==> config.mk <==
export PLATFORM = sky130hd
export DESIGN_NAME = ita_mask_apply_flat
export DESIGN_NICKNAME = d
export VERILOG_FILES = /design/src/rtl/ita_mask_apply_if.sv /design/src/rtl/ita_mask_apply.sv /design/src/flat_wrapper.sv
export SDC_FILE = /design/constraint.sdc
export NUM_CORES = 2
export LEC_CHECK = 0
export CORE_ASPECT_RATIO = 0.75
export CORE_MARGIN = 10
export CORE_UTILIZATION = 58
export DETAILED_ROUTE_END_ITERATION = 7
export DONT_BUFFER_PORTS = 1
export PLACE_DENSITY = 0.74
export SYNTH_ARGS = -nofsm -noshare
export SYNTH_HDL_FRONTEND = slang
export SYNTH_SLANG_ARGS = --single-unit
export TNS_END_PERCENT = 30
==> constraint.sdc <==
create_clock -name clk_i -period 32.9 [get_ports clk_i]
set_input_delay 3.29 -clock clk_i [delete_from_list [all_inputs] [get_ports clk_i]]
set_output_delay 3.29 -clock clk_i [all_outputs]
set_load 0.01 [all_outputs]
==> src/rtl/ita_mask_apply_if.sv <==
// Valid/ready stream carrying one beat of packed signed lanes.
//
// Signals:
//   valid  producer has a beat on data
//   ready  consumer takes the beat when valid & ready
//   data   W-bit beat payload
//
// Modports:
//   master  producer side (drives valid/data, observes ready)
//   slave   consumer side (observes valid/data, drives ready)
interface ita_mask_apply_if #(
    parameter int unsigned W = 128
) ();
    logic         valid;
    logic         ready;
    logic [W-1:0] data;

    modport master (output valid, output data, input ready);
    modport slave  (input valid, input data, output ready);
endinterface

==> src/rtl/ita_mask_apply.sv <==
// Applies attention masks to requantized QK beats on their way to softmax.
// Masks arrive ahead of the data into a small in-order FIFO; each accepted
// beat consumes the head mask, masked lanes are forced to the most negative
// value, and the beat is forwarded through a one-deep output register.
// A per-row running maximum is kept over the column groups of a tile and
// reported once each row completes.
//
// Ports:
//   clk_i, rst_i      clock, asynchronous active-high reset
//   clear_i           synchronous flush (FIFO, beat counter, row maxima, error)
//   mask_en_i         1: apply masks, 0: bypass (FIFO filled but never popped)
//   mask_valid_i      push strobe for mask_i
//   mask_i            N-bit lane mask, bit i=1 masks lane i
//   in_s              input beat stream (slave)
//   out_m             output beat stream (master)
//   rowmax_valid_o    one-cycle pulse, rowmax_o/rowmax_idx_o final
//   rowmax_o          signed maximum of the completed row
//   rowmax_idx_o      row index within the tile
//   overflow_o        sticky: mask dropped because FIFO full and not popping
module ita_mask_apply #(
    parameter int unsigned N      = 16,
    parameter int unsigned M      = 64,
    parameter int unsigned WO     = 8,
    parameter int unsigned MDEPTH = 4
) (
    input  logic                  clk_i,
    input  logic                  rst_i,
    input  logic                  clear_i,
    input  logic                  mask_en_i,
    input  logic                  mask_valid_i,
    input  logic [N-1:0]          mask_i,
    ita_mask_apply_if.slave       in_s,
    ita_mask_apply_if.master      out_m,
    output logic                  rowmax_valid_o,
    output logic signed [WO-1:0]  rowmax_o,
    output logic [$clog2(M)-1:0]  rowmax_idx_o,
    output logic                  overflow_o
);

    localparam int unsigned BEATS  = M * M / N;
    localparam int unsigned GROUPS = M / N;
    localparam int unsigned IW     = $clog2(BEATS);
    localparam int unsigned RW     = $clog2(M);
    localparam int unsigned GW     = IW - RW;
    localparam int unsigned PW     = $clog2(MDEPTH);
    localparam int unsigned CW     = PW + 1;

    localparam logic signed [WO-1:0] MIN_VAL = {1'b1, {(WO-1){1'b0}}};

    // Mask FIFO
    logic [N-1:0]  fifo_mem [MDEPTH];
    logic [PW-1:0] rd_ptr;
    logic [PW-1:0] wr_ptr;
    logic [CW-1:0] fifo_cnt;
    logic          fifo_full;
    logic          fifo_nonempty;
    logic [N-1:0]  head;
    logic          pop;
    logic          push_ok;

    // Datapath
    logic                 valid_q;
    logic [N*WO-1:0]      data_q;
    logic                 accept;
    logic [N*WO-1:0]      masked_beat;
    logic signed [WO-1:0] beat_max;
    logic [IW-1:0]        idx;
    logic [RW-1:0]        row;
    logic [GW-1:0]        grp;
    logic signed [WO-1:0] rmax [M];
    logic signed [WO-1:0] prev_max;
    logic signed [WO-1:0] row_final;

    assign fifo_full     = (fifo_cnt == CW'(MDEPTH));
    assign fifo_nonempty = (fifo_cnt != '0);
    assign head          = fifo_mem[rd_ptr];

    assign in_s.ready = (~mask_en_i | fifo_nonempty) & (~valid_q | out_m.ready);
    assign accept     = in_s.valid & in_s.ready;
    assign pop        = accept & mask_en_i;
    // When full, a push is only taken if the head leaves in the same cycle;
    // the slot being overwritten is the one being popped.
    assign push_ok    = mask_valid_i & (~fifo_full | pop);

    assign out_m.valid = valid_q;
    assign out_m.data  = data_q;

    assign row = idx[RW-1:0];
    assign grp = idx[IW-1:RW];

    always_comb begin : lane_mask
        logic signed [WO-1:0] lane;
        lane        = '0;
        masked_beat = '0;
        beat_max    = MIN_VAL;
        for (int i = 0; i < int'(N); i++) begin
            lane = (mask_en_i & head[i]) ? MIN_VAL : in_s.data[i*WO +: WO];
            masked_beat[i*WO +: WO] = lane;
            if (lane > beat_max) begin
                beat_max = lane;
            end
        end
    end

    always_comb begin
        prev_max  = rmax[row];
        row_final = beat_max;
        if (grp != '0 && prev_max > beat_max) begin
            row_final = prev_max;
        end
    end

    // Mask storage needs no reset; occupancy is tracked by the pointers.
    always_ff @(posedge clk_i) begin
        if (push_ok & ~clear_i) begin
            fifo_mem[wr_ptr] <= mask_i;
        end
    end

    always_ff @(posedge clk_i or posedge rst_i) begin
        if (rst_i) begin
            rd_ptr         <= '0;
            wr_ptr         <= '0;
            fifo_cnt       <= '0;
            overflow_o     <= 1'b0;
            valid_q        <= 1'b0;
            data_q         <= '0;
            idx            <= '0;
            rowmax_valid_o <= 1'b0;
            rowmax_o       <= '0;
            rowmax_idx_o   <= '0;
            for (int r = 0; r < int'(M); r++) begin
                rmax[r] <= '0;
            end
        end else if (clear_i) begin
            rd_ptr         <= '0;
            wr_ptr         <= '0;
            fifo_cnt       <= '0;
            overflow_o     <= 1'b0;
            valid_q        <= 1'b0;
            idx            <= '0;
            rowmax_valid_o <= 1'b0;
            for (int r = 0; r < int'(M); r++) begin
                rmax[r] <= '0;
            end
        end else begin
            rowmax_valid_o <= 1'b0;

            if (accept) begin
                valid_q   <= 1'b1;
                data_q    <= masked_beat;
                idx       <= (idx == IW'(BEATS - 1)) ? '0 : idx + IW'(1);
                rmax[row] <= row_final;
                if (grp == GW'(GROUPS - 1)) begin
                    rowmax_valid_o <= 1'b1;
                    rowmax_o       <= row_final;
                    rowmax_idx_o   <= row;
                end
            end else if (out_m.ready) begin
                valid_q <= 1'b0;
            end

            if (pop) begin
                rd_ptr <= rd_ptr + PW'(1);
            end
            if (push_ok) begin
                wr_ptr <= wr_ptr + PW'(1);
            end
            case ({push_ok, pop})
                2'b10:   fifo_cnt <= fifo_cnt + CW'(1);
                2'b01:   fifo_cnt <= fifo_cnt - CW'(1);
                default: fifo_cnt <= fifo_cnt;
            endcase

            if (mask_valid_i & fifo_full & ~pop) begin
                overflow_o <= 1'b1;
            end
        end
    end

endmodule

==> src/flat_wrapper.sv <==
// flat-port wrapper written by rule: the top's interface ports become plain ports
module ita_mask_apply_flat 
#(
    parameter int unsigned N      = 16,
    parameter int unsigned M      = 64,
    parameter int unsigned WO     = 8,
    parameter int unsigned MDEPTH = 4
)
  (clk_i, rst_i, clear_i, mask_en_i, mask_valid_i, mask_i, rowmax_valid_o, rowmax_o, rowmax_idx_o, overflow_o, in_s_valid, in_s_data, in_s_ready, out_m_valid, out_m_data, out_m_ready);
  ita_mask_apply_if #(.W((N * WO))) in_s_i ();
  ita_mask_apply_if #(.W((N * WO))) out_m_i ();
  input  logic clk_i;
  input  logic rst_i;
  input  logic clear_i;
  input  logic mask_en_i;
  input  logic mask_valid_i;
  input  logic [N-1:0] mask_i;
  output logic rowmax_valid_o;
  output logic signed [WO-1:0] rowmax_o;
  output logic [$clog2(M)-1:0] rowmax_idx_o;
  output logic overflow_o;
  input wire logic [$bits(in_s_i.valid)-1:0] in_s_valid;
  input wire logic [$bits(in_s_i.data)-1:0] in_s_data;
  output wire logic [$bits(in_s_i.ready)-1:0] in_s_ready;
  output wire logic [$bits(out_m_i.valid)-1:0] out_m_valid;
  output wire logic [$bits(out_m_i.data)-1:0] out_m_data;
  input wire logic [$bits(out_m_i.ready)-1:0] out_m_ready;
  assign in_s_i.valid = in_s_valid;
  assign in_s_i.data = in_s_data;
  assign in_s_ready = in_s_i.ready;
  assign out_m_valid = out_m_i.valid;
  assign out_m_data = out_m_i.data;
  assign out_m_i.ready = out_m_ready;
  ita_mask_apply #(.N(N), .M(M), .WO(WO), .MDEPTH(MDEPTH)) u_core (.clk_i(clk_i), .rst_i(rst_i), .clear_i(clear_i), .mask_en_i(mask_en_i), .mask_valid_i(mask_valid_i), .mask_i(mask_i), .in_s(in_s_i), .out_m(out_m_i), .rowmax_valid_o(rowmax_valid_o), .rowmax_o(rowmax_o), .rowmax_idx_o(rowmax_idx_o), .overflow_o(overflow_o));
endmodule
==> impl.org <==
** Die
- Row Count :: 82
- Initial core utilization :: 59.0%
- The floorplan step defined a die boundary enclosing 79400 um^2.
- In this run the count of I/O pins placed on the die edge is 297.
- Placeable core area :: 67300 um^2
- Die Span X :: 322 um
- Measured along the y axis, the die boundary spans 247 um.

** Run
- Max-capacitance violation count :: 0

** STA
- The max-slew violation count came to 0.
- Relative slew slack :: 7.92%
- Final worst clock skew :: 0.0449 ns
- Final Hold Viols :: 0
- The tightest hold path in the finished design has a slack of 0.476 ns.
- Part of the cycle the worst path needs :: 96.7%
- Maximum clock rate :: 0.0314 GHz
- For the pin with the worst max-slew slack, the measured transition is 1.38 ns.
- Counting I/O delays and the setup requirement, the final critical path takes 31.81 ns.
- Setup violations remaining at the end of the flow were counted as 0.

** Synthesis
- The synthesized design contains 64 enable-type register cells.
- Post-synthesis instance area :: 39700 um^2
- The most used flip-flop cell after synthesis is dfrtp_1.
- Synthesis produced 4139 cells.
- When the netlist entered floorplanning its net count stood at 4396.
- Counting flops with an async set or reset pin after synthesis yields a share of 91.3%.
- Number of storage elements in the synthesis netlist :: 736
- Number of warnings issued by yosys :: 0
- For this run, the register share of the synthesized area comes to 47.2%.
- Synthesized area per cell :: 9.59 um^2
- Post-synthesis cell type count :: 117

** Worst hold path
- In this run the most critical hold path is launched from u_core.rmax[123].
- Type of the tightest min-delay check :: reg2reg
- Worst min-delay path endpoint :: u_core.rmax[123]
- The worst hold path passes through 2 cells.

** Worst setup path
- Category of the worst setup path launch point :: input port
- Critical path fanouts, max :: 28
- On the worst path, the slowest cell contributes a delay of 0.45 ns.
- In this run the critical register-to-register path is captured at u_core.rmax[357].
- Number of cells traversed by the worst register-to-register path :: 151
- STA puts the critical path data arrival time at 32.34 ns.
- Among all stages on the critical path, the largest delay is contributed by o31a_4.
- Worst setup EP type :: flip-flop
- Required time reported for the critical path endpoint :: 33.43 ns
- Counting stages on the worst path, the most repeated cell is ha_1.
- Worst reg2reg startpoint :: u_core.rd_ptr[1]
- Reg-to-reg slack, setup :: 2.28 ns
- The worst setup path is of the in2reg kind.

** Clocking
- The clock passes through at most 3 buffers.
- Master cell of the clock root buffer :: clkbuf_16
- Clock-pin slew on the worst setup and hold paths :: 0.06 ns
- The H-tree was split into 3 levels.
- CTS Hold Bufs :: 0
- Number of clock buffers inserted by TritonCTS :: 74
- For this design, the sink count on the clock tree is 736.
- Later-pin clock latency in the skew report :: 0.66 ns
- Clock tree from TritonCTS :: built

** Cells and area
- The post-route netlist has 14.2% of its cells at a drive strength greater than 1.
- The filler cells instantiated in the layout total 5343.
- Synth-to-layout area growth :: 11.4%
- Once layout is complete, the utilization of the core stands at 65.7%.
- Net count of the finished layout :: 4354
- Area used by multi-input combinational logic :: 20000 um^2
- In the final layout, flip-flops and latches occupy 18700 um^2.

** Route
- Mean number of vias per cell :: 7.10
- For this run, design rule violations remaining after detail routing come to 0.
- The first detailed-routing pass ran for 8 iterations.
- In the final routed layout, each cell accounts on average for 28.1 um.
- The routed design has 141000 um of wire.
- Number of routed nets with antenna violations :: 0
- Summing over every cut layer, the via total after detailed routing is 35800.
- For this block, the initial DRC count from the detailed router was 5311.

** GRT
- Vias in the first global route :: 33500
- The initial antenna violation count was 3.
- Global-route wire length before repair :: 209000 um
- Maximum number of pins on one net before global-route repair :: 174
- The total overflow left after global routing is 0.
- Across every metal layer, demand over resource in global routing totals 33.6%.

** Placed design
- Summed over all nets, the half-perimeter wirelength after detailed placement is 89100 um.
- In this run the tool buffered the top-level ports with 0 buffer cells.
- At the end of routability-driven placement, the weighted congestion stood at 0.977.

** Run status
- Outcome :: complete, no violations
==> flip-flops by register name (all words and copies together), names as in the netlist <==
signal and cells:
u_core.rowmax_valid_o 1, u_core.rmax 512, u_core.rowmax_idx_o 6, u_core.rd_ptr 2
u_core.out_m.valid 1, u_core.fifo_cnt 3, u_core.rowmax_o 8, u_core.overflow_o 1
u_core.idx 8, u_core.fifo_mem 64, u_core.wr_ptr 2, u_core.out_m.data 128
==> final cells by class <==
class	count	share of cell area, %
inverters	95	0.823
repair buffers	171	3.61
diodes	4	0.0226
multi-input cells	3019	45.1
well taps	882	2.49
clock buffers	108	4.93
flip-flops and latches	736	42.3
clock inverters	25	0.628
==> critical path: cells and delay by family <==
family | cells | cell delay, ns
buffers and inverters | 16 | 2.44
multiplexers | 9 | 2.88
AO/OA/AOI/OAI | 62 | 12.27
adder cells (fa/ha/maj) | 16 | 4.79
AND/OR/NAND/NOR | 49 | 6.55
==> how the worst max path moves through the flow <==
| stage | to | from | slack [ns] |
|---|---|---|---|
| detailed placement | u_core.rmax[67] | mask_en_i | -1.08 |
| global route | u_core.rmax[397] | mask_en_i | -0.35 |
| floorplan | u_core.rmax[60] | mask_en_i | 0.20 |
| finish | u_core.rmax[357] | mask_en_i | 1.09 |
| CTS | u_core.rmax[215] | mask_en_i | -0.02 |
| global placement | u_core.rmax[123] | mask_en_i | -0.24 |
==> logic make-up after synthesis <==
kind of cell / after synthesis / synth area share [%]
and+or+nand+nor: 1473 / 16.7
DFF: 736 / 47.2
AOI/OAI and AO/OA: 1311 / 23.8
buffers and inverters: 386 / 4.97
muxes: 95 / 3.18
xor gates and xnor gates: 26 / 0.611
adders and majority gates: 112 / 3.51
==> metal layers <==
| metal | share of wire, % | wire, um | GRT usage [%] | vias up |
|---|---|---|---|---|
| met5 | 0.0092 | 13 | 0 | - |
| met4 | 4.1 | 5780 | 12.1 | 2 |
| met3 | 14 | 19900 | 11.4 | 456 |
| met2 | 42 | 59500 | 48.1 | 2554 |
| met1 | 40 | 56200 | 46.8 | 17500 |
| li1 | - | - | - | 15300 |
==> cell usage in the layout (no fill, tap or decap), types with 64 or more instances in the layout <==
cell type / count
nand2_1: 884
dfrtp_1: 672
o31ai_1: 385
a22oi_1: 234
o21ai_0: 174
nor2_1: 158
a21oi_1: 149
buf_4: 137
ha_1: 98
inv_1: 92
clkbuf_16: 81
nand3_1: 73
nand4_1: 70
o31ai_2: 69
edfxtp_1: 64
==> Yosys cell counts, types with 12 or more instances <==
cell type	number	area share, %
mux2i_1	15	0.38
buf_2	29	0.37
nand3_1	75	0.95
and3_1	19	0.30
a31oi_1	24	0.38
o21a_1	12	0.23
buf_4	16	0.30
a22o_1	25	0.55
xnor2_1	16	0.35
or4_1	56	1.1
mux2_2	60	1.7
edfxtp_1	64	4.8
a21o_1	12	0.23
dfrtp_1	672	42
o21ai_0	191	2.4
buf_1	23	0.22
clkbuf_1	165	1.6
nand2b_1	19	0.30
nand4_1	70	1.1
a22oi_1	234	4.4
nor2b_1	14	0.22
nor3_1	33	0.42
buf_6	55	1.6
a21oi_1	166	2.1
nor2_1	173	1.6
o311ai_1	21	0.46
o31ai_2	19	0.60
nand2_1	892	8.4
a221oi_1	19	0.42
ha_1	105	3.3
a211o_1	19	0.42
and2_1	48	0.76
inv_1	94	0.89
o31ai_1	437	8.3
a211oi_1	16	0.30
==> timing repair <==
action	CTS	global route
setup buffers	6	18
cloned	1	11
gates resized for setup	11	198
pin swaps	4	43
setup endpoints to repair	460	520
==> through the flow <==
step	cells	TNS [ns]	cell area, um^2	setup WS [ns]
floorplan	4139	0	39700	0.198
global placement	4867	-30.36	40500	-0.244
detailed placement	4867	-399.26	40500	-1.08
CTS	5007	-0.0320	43100	-0.0177
global route	5038	-125.64	44200	-0.351
finish	5040	0	44200	1.09
Power is left out: the tool's default activity adds up to more than one toggle a clock period on the data nets, which glitch-free logic cannot reach.
